`config.mk`:
```
export PLATFORM = sky130hd
export DESIGN_NAME = stream_demux_1x2
export DESIGN_NICKNAME = d
export VERILOG_FILES = /design/src/rtl/stream_demux_1x2.sv
export SDC_FILE = /design/constraint.sdc
export NUM_CORES = 1
export LEC_CHECK = 0
export CORE_MARGIN = 2
export CORE_UTILIZATION = 54
export DETAILED_ROUTE_END_ITERATION = 16
export HOLD_SLACK_MARGIN = 0.15
export PLACE_DENSITY = 0.82
export RECOVER_POWER = 25
export SYNTH_ARGS = -nofsm -noshare
export SYNTH_HDL_FRONTEND = slang
export SYNTH_SLANG_ARGS = --single-unit
```
`constraint.sdc`:
```
create_clock -name clk -period 3.45 [get_ports clk]
set_input_delay 1.035 -clock clk [delete_from_list [all_inputs] [get_ports clk]]
set_output_delay 1.035 -clock clk [all_outputs]
set_load 0.02 [all_outputs]
```
`src/rtl/stream_demux_1x2.sv`:
```
// ---------------------------------------------------------------------------
// stream_demux_1x2
//
// Splits one valid/ready stream into two output streams. The side-band select
// bit travels with each beat and chooses its destination. Each output has
// its own DEPTH-entry first-word-fall-through FIFO, so a stalled consumer
// only holds back the beats addressed to it.
//
// Parameters
//   WIDTH  data width of the input and both outputs (default 4)
//   DEPTH  entries per output FIFO; power of two, at least 2 (default 2)
//
// Ports
//   clk          rising-edge clock
//   rst          synchronous, active-high reset
//   in_data      input beat data
//   in_sel       destination: 0 -> out_1, 1 -> out_2
//   in_valid     input beat present
//   in_ready     beat accepted this cycle (= !rst && !full[in_sel])
//   out_1_data   head of FIFO 1 (don't-care while out_1_valid = 0)
//   out_1_valid  FIFO 1 non-empty
//   out_1_ready  consumer takes the out_1 head
//   out_2_data   head of FIFO 2 (don't-care while out_2_valid = 0)
//   out_2_valid  FIFO 2 non-empty
//   out_2_ready  consumer takes the out_2 head
//   cnt_1        saturating count of beats delivered on out_1
//   cnt_2        saturating count of beats delivered on out_2
//
// Optional feature
//   STREAM_DEMUX_STATS_EN  when defined, adds cnt_1/cnt_2 and their counters.
//                          The datapath is identical either way.
// ---------------------------------------------------------------------------
module stream_demux_1x2 #(
    parameter int WIDTH = 4,
    parameter int DEPTH = 2
) (
    input  logic             clk,
    input  logic             rst,
    input  logic [WIDTH-1:0] in_data,
    input  logic             in_sel,
    input  logic             in_valid,
    output logic             in_ready,
    output logic [WIDTH-1:0] out_1_data,
    output logic             out_1_valid,
    input  logic             out_1_ready,
    output logic [WIDTH-1:0] out_2_data,
    output logic             out_2_valid,
    input  logic             out_2_ready
`ifdef STREAM_DEMUX_STATS_EN
    ,
    output logic [7:0]       cnt_1,
    output logic [7:0]       cnt_2
`endif
);

    localparam int AW = $clog2(DEPTH);

    // One extra MSB distinguishes full from empty when the low bits match.
    typedef logic [AW:0] ptr_t;

    ptr_t wptr_1_q, wptr_1_d, rptr_1_q, rptr_1_d;
    ptr_t wptr_2_q, wptr_2_d, rptr_2_q, rptr_2_d;

    logic [WIDTH-1:0] mem_1_q [DEPTH];
    logic [WIDTH-1:0] mem_2_q [DEPTH];

    logic full_1, full_2;
    logic push_1, push_2;
    logic pop_1, pop_2;

    // -----------------------------------------------------------------------
    // Status and handshakes
    // -----------------------------------------------------------------------
    assign full_1 = (wptr_1_q[AW-1:0] == rptr_1_q[AW-1:0]) &&
                    (wptr_1_q[AW] != rptr_1_q[AW]);
    assign full_2 = (wptr_2_q[AW-1:0] == rptr_2_q[AW-1:0]) &&
                    (wptr_2_q[AW] != rptr_2_q[AW]);

    // Full is judged on registered pointers only: a FIFO that is full stays
    // closed this cycle even if its head is leaving, which keeps the
    // out_k_ready -> in_ready path out of the design.
    assign in_ready = !rst && !(in_sel ? full_2 : full_1);

    assign push_1 = in_valid && in_ready && !in_sel;
    assign push_2 = in_valid && in_ready &&  in_sel;

    assign out_1_valid = (wptr_1_q != rptr_1_q);
    assign out_2_valid = (wptr_2_q != rptr_2_q);

    assign pop_1 = out_1_valid && out_1_ready;
    assign pop_2 = out_2_valid && out_2_ready;

    // First-word fall-through: the head is read straight from storage.
    assign out_1_data = mem_1_q[rptr_1_q[AW-1:0]];
    assign out_2_data = mem_2_q[rptr_2_q[AW-1:0]];

    // -----------------------------------------------------------------------
    // Pointer next-state
    // -----------------------------------------------------------------------
    // NOTE: every always_comb output gets a default first so no path through
    // the block can leave it unassigned and infer a latch.
    always_comb begin
        wptr_1_d = wptr_1_q;
        rptr_1_d = rptr_1_q;
        wptr_2_d = wptr_2_q;
        rptr_2_d = rptr_2_q;

        if (push_1) wptr_1_d = wptr_1_q + 1'b1;
        if (pop_1)  rptr_1_d = rptr_1_q + 1'b1;
        if (push_2) wptr_2_d = wptr_2_q + 1'b1;
        if (pop_2)  rptr_2_d = rptr_2_q + 1'b1;
    end

    // NOTE: sequential state uses non-blocking assignments so every register
    // samples pre-edge values regardless of statement order.
    always_ff @(posedge clk) begin
        if (rst) begin
            wptr_1_q <= '0;
            rptr_1_q <= '0;
            wptr_2_q <= '0;
            rptr_2_q <= '0;
        end else begin
            wptr_1_q <= wptr_1_d;
            rptr_1_q <= rptr_1_d;
            wptr_2_q <= wptr_2_d;
            rptr_2_q <= rptr_2_d;
        end
    end

    // -----------------------------------------------------------------------
    // Storage
    // -----------------------------------------------------------------------
    // NOTE: storage is deliberately not reset; clearing the pointers already
    // makes every entry unreachable, and a reset-free array maps onto plain
    // RAM/register-file cells.
    always_ff @(posedge clk) begin
        if (push_1) mem_1_q[wptr_1_q[AW-1:0]] <= in_data;
        if (push_2) mem_2_q[wptr_2_q[AW-1:0]] <= in_data;
    end

`ifdef STREAM_DEMUX_STATS_EN
    // -----------------------------------------------------------------------
    // Delivery counters, saturating at 255
    // -----------------------------------------------------------------------
    logic [7:0] cnt_1_q, cnt_1_d;
    logic [7:0] cnt_2_q, cnt_2_d;

    always_comb begin
        cnt_1_d = cnt_1_q;
        cnt_2_d = cnt_2_q;
        if (pop_1 && (cnt_1_q != 8'hFF)) cnt_1_d = cnt_1_q + 8'd1;
        if (pop_2 && (cnt_2_q != 8'hFF)) cnt_2_d = cnt_2_q + 8'd1;
    end

    always_ff @(posedge clk) begin
        if (rst) begin
            cnt_1_q <= '0;
            cnt_2_q <= '0;
        end else begin
            cnt_1_q <= cnt_1_d;
            cnt_2_q <= cnt_2_d;
        end
    end

    assign cnt_1 = cnt_1_q;
    assign cnt_2 = cnt_2_q;
`endif

endmodule
```
# Word-level counts from Yosys, hierarchy flattened
# Memory sizes are Yosys's and may differ from the RTL's. A register that Yosys moved wholly into a read port is not among the register bits.
# Cells that the tools add are included.
dict set report totals {
  latchBits 0
  memories 2
  word_cells 36
  out_inout_bits 11
  rom_bits 0
  regBits 8
  ram_bits 16
  input_bits 10
}
# name depth word_bits read_ports rd_clocked_by_memory_dff wr line
set memory_table {}
lappend memory_table {mem_1_q 2 4 1 1 1 64} ;# logic [WIDTH-1:0] mem_1_q [DEPTH];
lappend memory_table {mem_2_q 2 4 1 1 1 65} ;# logic [WIDTH-1:0] mem_2_q [DEPTH];
dict set report classes {
  n_div 0
  n_eq_ne 6
  mul 0
  shifts 0
  n_lt_le_gt_ge 0
  mux 9
  addsub 4
  reduce_logical 11
  n_bitwise 0
}
# operator n
set ops {}
lappend ops {{1-bit two-way mux} 9}
lappend ops {{2-bit by 1-bit adder with 2-bit output, second input constant} 4}
lappend ops {{1-bit logical AND} 8}
lappend ops {{2-bit inequality test} 2}
lappend ops {{1-bit logical NOT} 3}
lappend ops {{1-bit == test} 2}
lappend ops {{1-bit inequality test} 2}

# Logic depth before layout (Yosys ltp)
# Gate-level depths: netlist (run 1).
dict set report depth {
  ltp_word 9
  depth_mapped 4
  ltp_nobuf 3
}

# Least setup slack after synthesis (run 1)
# Ideal clock, no wire load.
dict set report synth_path {
  path_type {input to output}
  startpoint {input rst}
  endpoint {output in_ready}
  stages 2
  path_slack_ps 668
  arrival_ps 1747
  required_time_ps 2415
  n_path_buf 1
  cell_sequence {clkbuf_1 > a211oi_1}
}
dict set report synth_via {
  elab_chain_cells 2
}
# element line
set synth_rtl {}
lappend synth_rtl {{from (decl)} 38} ;# input logic rst,
lappend synth_rtl {{1-bit logical NOT} 82} ;# assign in_ready = !rst && !(in_sel ? full_2 : full_1);
lappend synth_rtl {{1-bit logical AND} 82}
lappend synth_rtl {{to (decl)} 42} ;# output logic in_ready,
# Every way passes these cells.

# Final worst setup path (run 1)
dict set report layout_path {
  startpoint {input in_sel}
  endpoint {output in_ready}
}
dict set report layout_via {
  elab_chain_cells 3
}
# element line
set layout_rtl {}
lappend layout_rtl {{from (decl)} 40} ;# input logic in_sel,
lappend layout_rtl {{1-bit two-way mux} 82}
lappend layout_rtl {{1-bit logical NOT} 82}
lappend layout_rtl {{1-bit logical AND} 82}
# Every way passes these cells.

==> results of run 1 <==
repair_timing:
item,4_1_cts,5_1_grt
hold buffers,0,0
gates resized for setup,1,0
setup buffers,0,0
endpoints found under the setup margin,1,0
where the power goes:
group	internal, W	switching, W	leakage (nW)
combinational	0.0000524	0.0000487	0.249
clock	0.000117	0.0000890	0.0279
sequential	0.000342	0.0000136	0.227
through the flow:
step           power [W]  hold WS, ns   util  instance area (um2)
6_report        0.000663        0.547  0.729                 1430
5_1_grt         0.000688        0.591  0.729                 1430
4_1_cts         0.000667        0.543  0.729                 1430
3_5_place_dp    0.000465        0.525  0.703                 1380
3_3_place_gp    0.000462        0.497  0.703                 1380
2_1_floorplan   0.000416        0.481      -                 1130
sequential cells by signal, summed over array words and instances (netlist names), named ones only:
register	flops
mem_1_q	8
mem_2_q	8
rptr_1_q	2
rptr_2_q	2
wptr_1_q	2
wptr_2_q	2
layout by cell type (no fill, tap or decap), types with 3 or more instances in the layout:
cell type                         Yosys  layout
sky130_fd_sc_hd__nor3_1               3       3
sky130_fd_sc_hd__or3_1                5       5
sky130_fd_sc_hd__clkdlybuf4s50_1      0      15
sky130_fd_sc_hd__a211oi_1             4       4
sky130_fd_sc_hd__edfxtp_1            16      16
sky130_fd_sc_hd__mux2_2               9       9
sky130_fd_sc_hd__dlygate4sd3_1        0       4
sky130_fd_sc_hd__dfxtp_1             10      10
sky130_fd_sc_hd__xor2_1               3       3
sky130_fd_sc_hd__a31oi_1              5       5
sky130_fd_sc_hd__nor2_1               4       4
sky130_fd_sc_hd__buf_4                0       4
sky130_fd_sc_hd__a21oi_1              3       3
sky130_fd_sc_hd__clkbuf_4             0       3
sky130_fd_sc_hd__nand2_1              6       6
layer usage:
| metal | routed length (um) | vias to the layer above | part of all wire |
|---|---|---|---|
| li1 | - | 396 | - |
| met1 | 876 | 383 | 0.43 |
| met2 | 1050 | 25 | 0.52 |
| met3 | 82 | 4 | 0.040 |
| met4 | 26 | 0 | 0.013 |
| met5 | 0 | - | 0 |
kinds of logic (layout without fill, tap and decap cells):
logic type,Yosys count,after routing,share of synthesized area
compound gates,15,15,0.0865
xor+xnor,5,5,0.0388
buf+inv,5,30,0.0188
flops,26,26,0.603
mux,11,11,0.108
simple gates,30,30,0.145
worst register-to-register path, delay by kind of cell (launching register included):
kind	cells	cell delay [ns]
simple gates	1	0.55
compound gates	1	0.22
flops	1	0.36
xor+xnor	1	0.44
area by class of cell:
| cell class | count | area, um2 | area share |
|---|---|---|---|
| Clock buffer | 3 | 22.5 | 0.0157 |
| Multi-Input combinational cell | 61 | 427 | 0.298 |
| Sequential cell | 26 | 681 | 0.476 |
| Inverter | 2 | 7.51 | 0.00525 |
| Tap cell | 27 | 33.8 | 0.0236 |
| Clock inverter | 1 | 30.0 | 0.0210 |
| Timing Repair Buffer | 24 | 229 | 0.160 |
worst max-delay path by stage:
stage / start / end / slack [ns] / cells after the start
final: in_sel / in_ready / 0.23 / 4
after global routing: in_sel / in_ready / 0.13 / 4
after CTS: in_sel / in_ready / 0.22 / 4
after detailed placement: in_sel / in_ready / -0.06 / 4
after global placement: in_sel / in_ready / -0.04 / 4
after floorplan: rst / in_ready / 0.67 / 2
==> metrics.log, run 1 <==
INFO  metric timing.critical_path.required = 2.41 ns
INFO  metric setup_total_negative_slack = 0 ns
INFO  metric first_global_vias = 747
INFO  metric placed_cells_incl_taps = 140
INFO  metric final_critical_path_setup_slack = 0.230 ns
INFO  metric maxSlewViolCount = 0
INFO  metric grt_util_all_layers = 0.185
INFO  metric cts.reportedPaths.clkPinSlew = 0.14 ns
INFO  metric post_synth_most_frequent_cells = 16 x sky130_fd_sc_hd__edfxtp_1, 10 x sky130_fd_sc_hd__dfxtp_1, 9 x sky130_fd_sc_hd__mux2_2, 6 x sky130_fd_sc_hd__nand2_1
INFO  metric synthesis.instances = 92
INFO  metric grt_util_met1 = 0.229
INFO  metric drt.antenna.violating_nets = 0
INFO  metric grt_most_used_layer = met2
INFO  metric routed_wl = 2030 um
INFO  metric synth.net_count = 102
INFO  metric fill_cells = 149
INFO  metric worst_slew_pin_slew = 0.660 ns
INFO  metric detail_route.first_pass.iterations = 4
INFO  metric num_antenna_cells = 0
INFO  metric cp-end-kind = output port
INFO  metric timing.hold.worst_path_depth = 2
INFO  metric starting_density_of_the_core = 0.575
INFO  metric synth-seq-area-share = 0.603
INFO  metric unrepaired_setup_endpoints_after_global_routing = false
INFO  metric outcome = completed
INFO  metric worst_hold_path_type = register to register
INFO  metric tritoncts = yes
INFO  metric numPortBuffers = 20
INFO  metric nets = 128
INFO  metric synthesis.area_per_instance = 12.3 um2
INFO  metric worst_r2r_startpoint = rptr_2_q[1]
INFO  metric async_reset_ff_frac = 0
INFO  metric grt_start_max_net_pins = 16
INFO  metric syn-cell-area = 1130 um2
INFO  metric synth_largest_area_cell = sky130_fd_sc_hd__edfxtp_1
INFO  metric layout-area-overhead-vs-synth = 26.7%
INFO  metric critical_path.startpoint_type = primary input
INFO  metric top_level_ports = 21
INFO  metric yosys_most_used_dff = sky130_fd_sc_hd__edfxtp_1
INFO  metric synth.lib_cells_used.distinct = 27
INFO  metric grtUsageMet2 = 0.329
INFO  metric ys.warnings.count = 0
INFO  metric fp.dieW = 49.7 um
INFO  metric cap_violations = 0
INFO  metric synthMostInstantiatedCell = sky130_fd_sc_hd__edfxtp_1
INFO  metric count_of_unresolved_drc_violations_after_routing = 0
INFO  metric detailed_route_via_count = 808
INFO  metric power.leakage = 0.503 nW
INFO  metric synth-edff-count = 16
INFO  metric std_cell_rows = 16
INFO  metric final_cycle_utilization_of_the_critical_path = 0.933
INFO  metric fin_crit = 3.22 ns
INFO  metric finalClockSkew = 0.00914 ns
INFO  metric timing.rr.end = mem_2_q[0][0]
INFO  metric flop_and_latch_count_out_of_synthesis = 26
INFO  metric wire_length_of_the_first_global_routing_pass = 3460 um
INFO  metric place_hpwl = 1420 um
INFO  metric synth.top_cell.area_share = 0.426
INFO  metric timing.fmax = 311 MHz
INFO  metric timing.slew.headroom = 0.557
INFO  metric cpMaxStageDelayCell = sky130_fd_sc_hd__clkdlybuf4s50_1
INFO  metric min_to = wptr_2_q[1]
INFO  metric clock_latency = 0.32 ns
INFO  metric post_drt_wl_per_cell = 14.1 um
INFO  metric cpLargestDelayFamily = buffers and inverters
INFO  metric grt.met3_usage = 0.0333
INFO  metric clock_tree_buf_depth = 2
INFO  metric critPathMaxStageDelay = 0.52 ns
INFO  metric final_cells = 144
INFO  metric global_route.overflow_total = 0
INFO  metric finalHoldViolations = 0
INFO  metric dieArea = 2470 um2
INFO  metric vdd_ir_drop_max = 0.298 mV
INFO  metric gpl_wtd_cong = 0.808
INFO  metric criticalPathCategory = primary input to output port
INFO  metric antenna_violations_before_repair = 0
INFO  metric worstPathCellList = clkdlybuf4s50_1 -> nor3_1 -> a211oi_1 -> dlygate4sd2_1
INFO  metric critical_path_arrival = 2.18 ns
INFO  metric core_outline_area = 1960 um2
INFO  metric cts_made_buffers = 3
INFO  metric place_ws = -0.0561 ns
INFO  metric vias_per_cell = 5.61
INFO  metric drt-initial-drc-count = 11
INFO  metric die_y = 49.7 um
INFO  metric path_max_fanout = 4
INFO  metric timing.critical_path.buf_inv = 2
INFO  metric h-tree-depth = 1
INFO  metric holdCritStartpoint = wptr_2_q[1]
INFO  metric worstRegToRegCells = 3
INFO  metric cellPowerDensity = 464 nW/um2
INFO  metric clock-sinks = 26
INFO  metric cts_root_buffer = sky130_fd_sc_hd__clkbuf_4
INFO  metric drive_gt1_frac = 0.154
INFO  metric finalSetupViolations = 0
INFO  metric synth.top_cells.by_area = sky130_fd_sc_hd__edfxtp_1 43%, sky130_fd_sc_hd__dfxtp_1 18%, sky130_fd_sc_hd__mux2_2 9.0%
INFO  metric reg2reg_slack = 1.54 ns
(Power assumes the default switching activity.)
==> run 2: changes to the inputs <==
SLEW_MARGIN = 10   (was not set)
==> results of run 2 <==
Same layout as run 1: the final DEF is identical, and so are final timing and power.
==> RTL edit, RTL diff (settings of run 2) <==
Build with the macro `STREAM_DEMUX_STATS_EN` defined.
--- a/src/rtl/stream_demux_1x2.sv
+++ b/src/rtl/stream_demux_1x2.sv
@@ -30,6 +30,8 @@
 //   STREAM_DEMUX_STATS_EN  when defined, adds cnt_1/cnt_2 and their counters.
 //                          The datapath is identical either way.
 // ---------------------------------------------------------------------------
+`define STREAM_DEMUX_STATS_EN
+
 module stream_demux_1x2 #(
     parameter int WIDTH = 4,
     parameter int DEPTH = 2
Formal check against the unedited RTL (old outputs only; new: cnt_1 and cnt_2): equivalent (equiv_simple and equiv_induct, registers matched by name and starting in step).
==> RTL edit against run 2 <==
Power is 65% higher; clock power is 45% higher; setup slack better by 0.026 ns; critical path type unchanged; cell count is 83% higher; area after synthesis is 69% higher; maximum frequency is 0.83% higher; largest cell class unchanged; wire length is 93% higher; sequential cell count is 16 higher; clock skew is 0.0053 ns lower; cell area is 67% higher; synthesized cell count is 93% higher.
==> RTL edit: results (changes against run 2) <==
Global routing
The met2 capacity usage during global routing is 37.9% (+5.0 points). The aggregate global-route resource usage is 21.5% (+3.0 points). The pin count of the biggest net entering global routing is 29 (+13).

The global-route wire length before repair is 6820 um (+97%). The global-route met1 utilization is 26.0% (+3.1 points).

Power
The leakage power of the design is 0.819 nW (+63%). The worst supply voltage drop on vdd is 0.000297 V (-0.41%). The power per standard cell area is 457 nW/um^2 (-1.3%).

Placement
The half-perimeter wire length of the detailed placement result came to 2870 um (+100%). The count of port buffers added during placement is 36 (+80%). The routability congestion estimate is 0.769 (-4.9%). The cell count after placement came to 256 (+83%). The worst setup slack before clock tree synthesis came to -0.0102 ns (+0.0459 ns).

Critical path
The maximum fanout along the worst path is 3 (-1). The delay of the slowest critical-path stage is 0.45 ns (-0.07 ns).

Route
The initial DRC count is 61 (+50). The wire length on met1 is 1710 um (+95%). The routed wirelength normalized by instance count came to 14.8 um (+5.1%). The routed wire length on met3 is 162 um (+98%). The average vias per placed instance is 5.66 (+0.86%).

Cells and area
The share of cells above drive strength 1 is 11.0% (-4.4 points). The net count reported at finish is 229 (+79%).

Yosys
In the synthesized netlist the dominant register cell turns out to be sky130_fd_sc_hd__dfxtp_1. The count of cell types in the netlist is 44 (+63%). The number of instances in the synthesized netlist came to 178 (+93%). Sorting the synthesized cells by area gives the leading types as sky130_fd_sc_hd__dfxtp_1 (27%), sky130_fd_sc_hd__edfxtp_1 (25%), sky130_fd_sc_hd__mux2_2 (6.5%), sky130_fd_sc_hd__nor2_1 (3.1%), sky130_fd_sc_hd__a21oi_1 (2.9%). The number of nets produced by synthesis is 190 (+86%). After synthesis, the most frequently instantiated cells are sky130_fd_sc_hd__dfxtp_1 (26), sky130_fd_sc_hd__edfxtp_1 (16), sky130_fd_sc_hd__nor2_1 (16). The portion of the post-synthesis area used by sequential elements is 52.5% (-7.9 points).

CTS
The H-tree depth is 2 (+1). The clock latency on the worst-skew pair is 0.34 ns (+0.02 ns).

Run status
The flow ran to the end, and the final reports show no timing, DRC or antenna violations.

STA
The worst slew margin relative to its limit is 15.1% (-41 points).
RTL edit: cell count changes after synthesis, sizes merged, moves of 3 or more:
cell	delta
dfxtp	+16
inv	+3
clkbuf	+3
nand3	+5
a21oi	+8
and3	+3
nor2	+12
xnor2	+5
xor2	+3
nand2	+7
o21ai	+6
RTL edit: area by class of cell:
cell class / count / area [um^2]
repair buffers: 38 / 370
flip-flops and latches: 42 / 1000
fillers: 285 / 978
well taps: 46 / 57.6
clock buffers: 6 / 41.3
inverters: 5 / 18.8
clock inverters: 2 / 33.8
multi-input cells: 125 / 862
RTL edit: power breakdown:
group	switching (mW)	internal, mW	total [mW]	leakage [nW]
combinational	0.116	0.107	0.223	0.423
sequential	0.0301	0.540	0.570	0.356
clock	0.148	0.151	0.299	0.0399
RTL edit: per-stage QoR:
step | hold WS, ns | TNS [ns] | instance area (um^2)
2_1_floorplan | 0.499 | 0 | 1910
3_3_place_gp | 0.488 | 0 | 2310
3_5_place_dp | 0.505 | -0.0102 | 2310
4_1_cts | 0.521 | 0 | 2390
5_1_grt | 0.551 | 0 | 2380
6_report | 0.515 | 0 | 2380
RTL edit: worst paths after layout:
check | start | to | slack (ns) | depth (start not counted)
setup / recovery | in_sel | in_ready | 0.26 | 5
hold / removal | cnt_2[1] | cnt_2[1] | 0.51 | 2
setup reg to reg | wptr_1_q[1] | cnt_1[5] | 1.59 | 4
hold reg to reg | cnt_2[1] | cnt_2[1] | 0.51 | 2
RTL edit: kinds of logic after synthesis:
group	share of synthesized area (%)
xor+xnor	6.75
flops	52.5
simple gates	16.2
fa+ha+maj	1.31
compound gates	13.4
buf+inv	2.36
mux	7.54
RTL edit: what timing repair did:
| item | 4_1_cts | 5_1_grt |
|---|---|---|
| endpoints found under the setup margin | 1 | 0 |
| resized for setup | 1 | 0 |
| hold buffers | 0 | 0 |
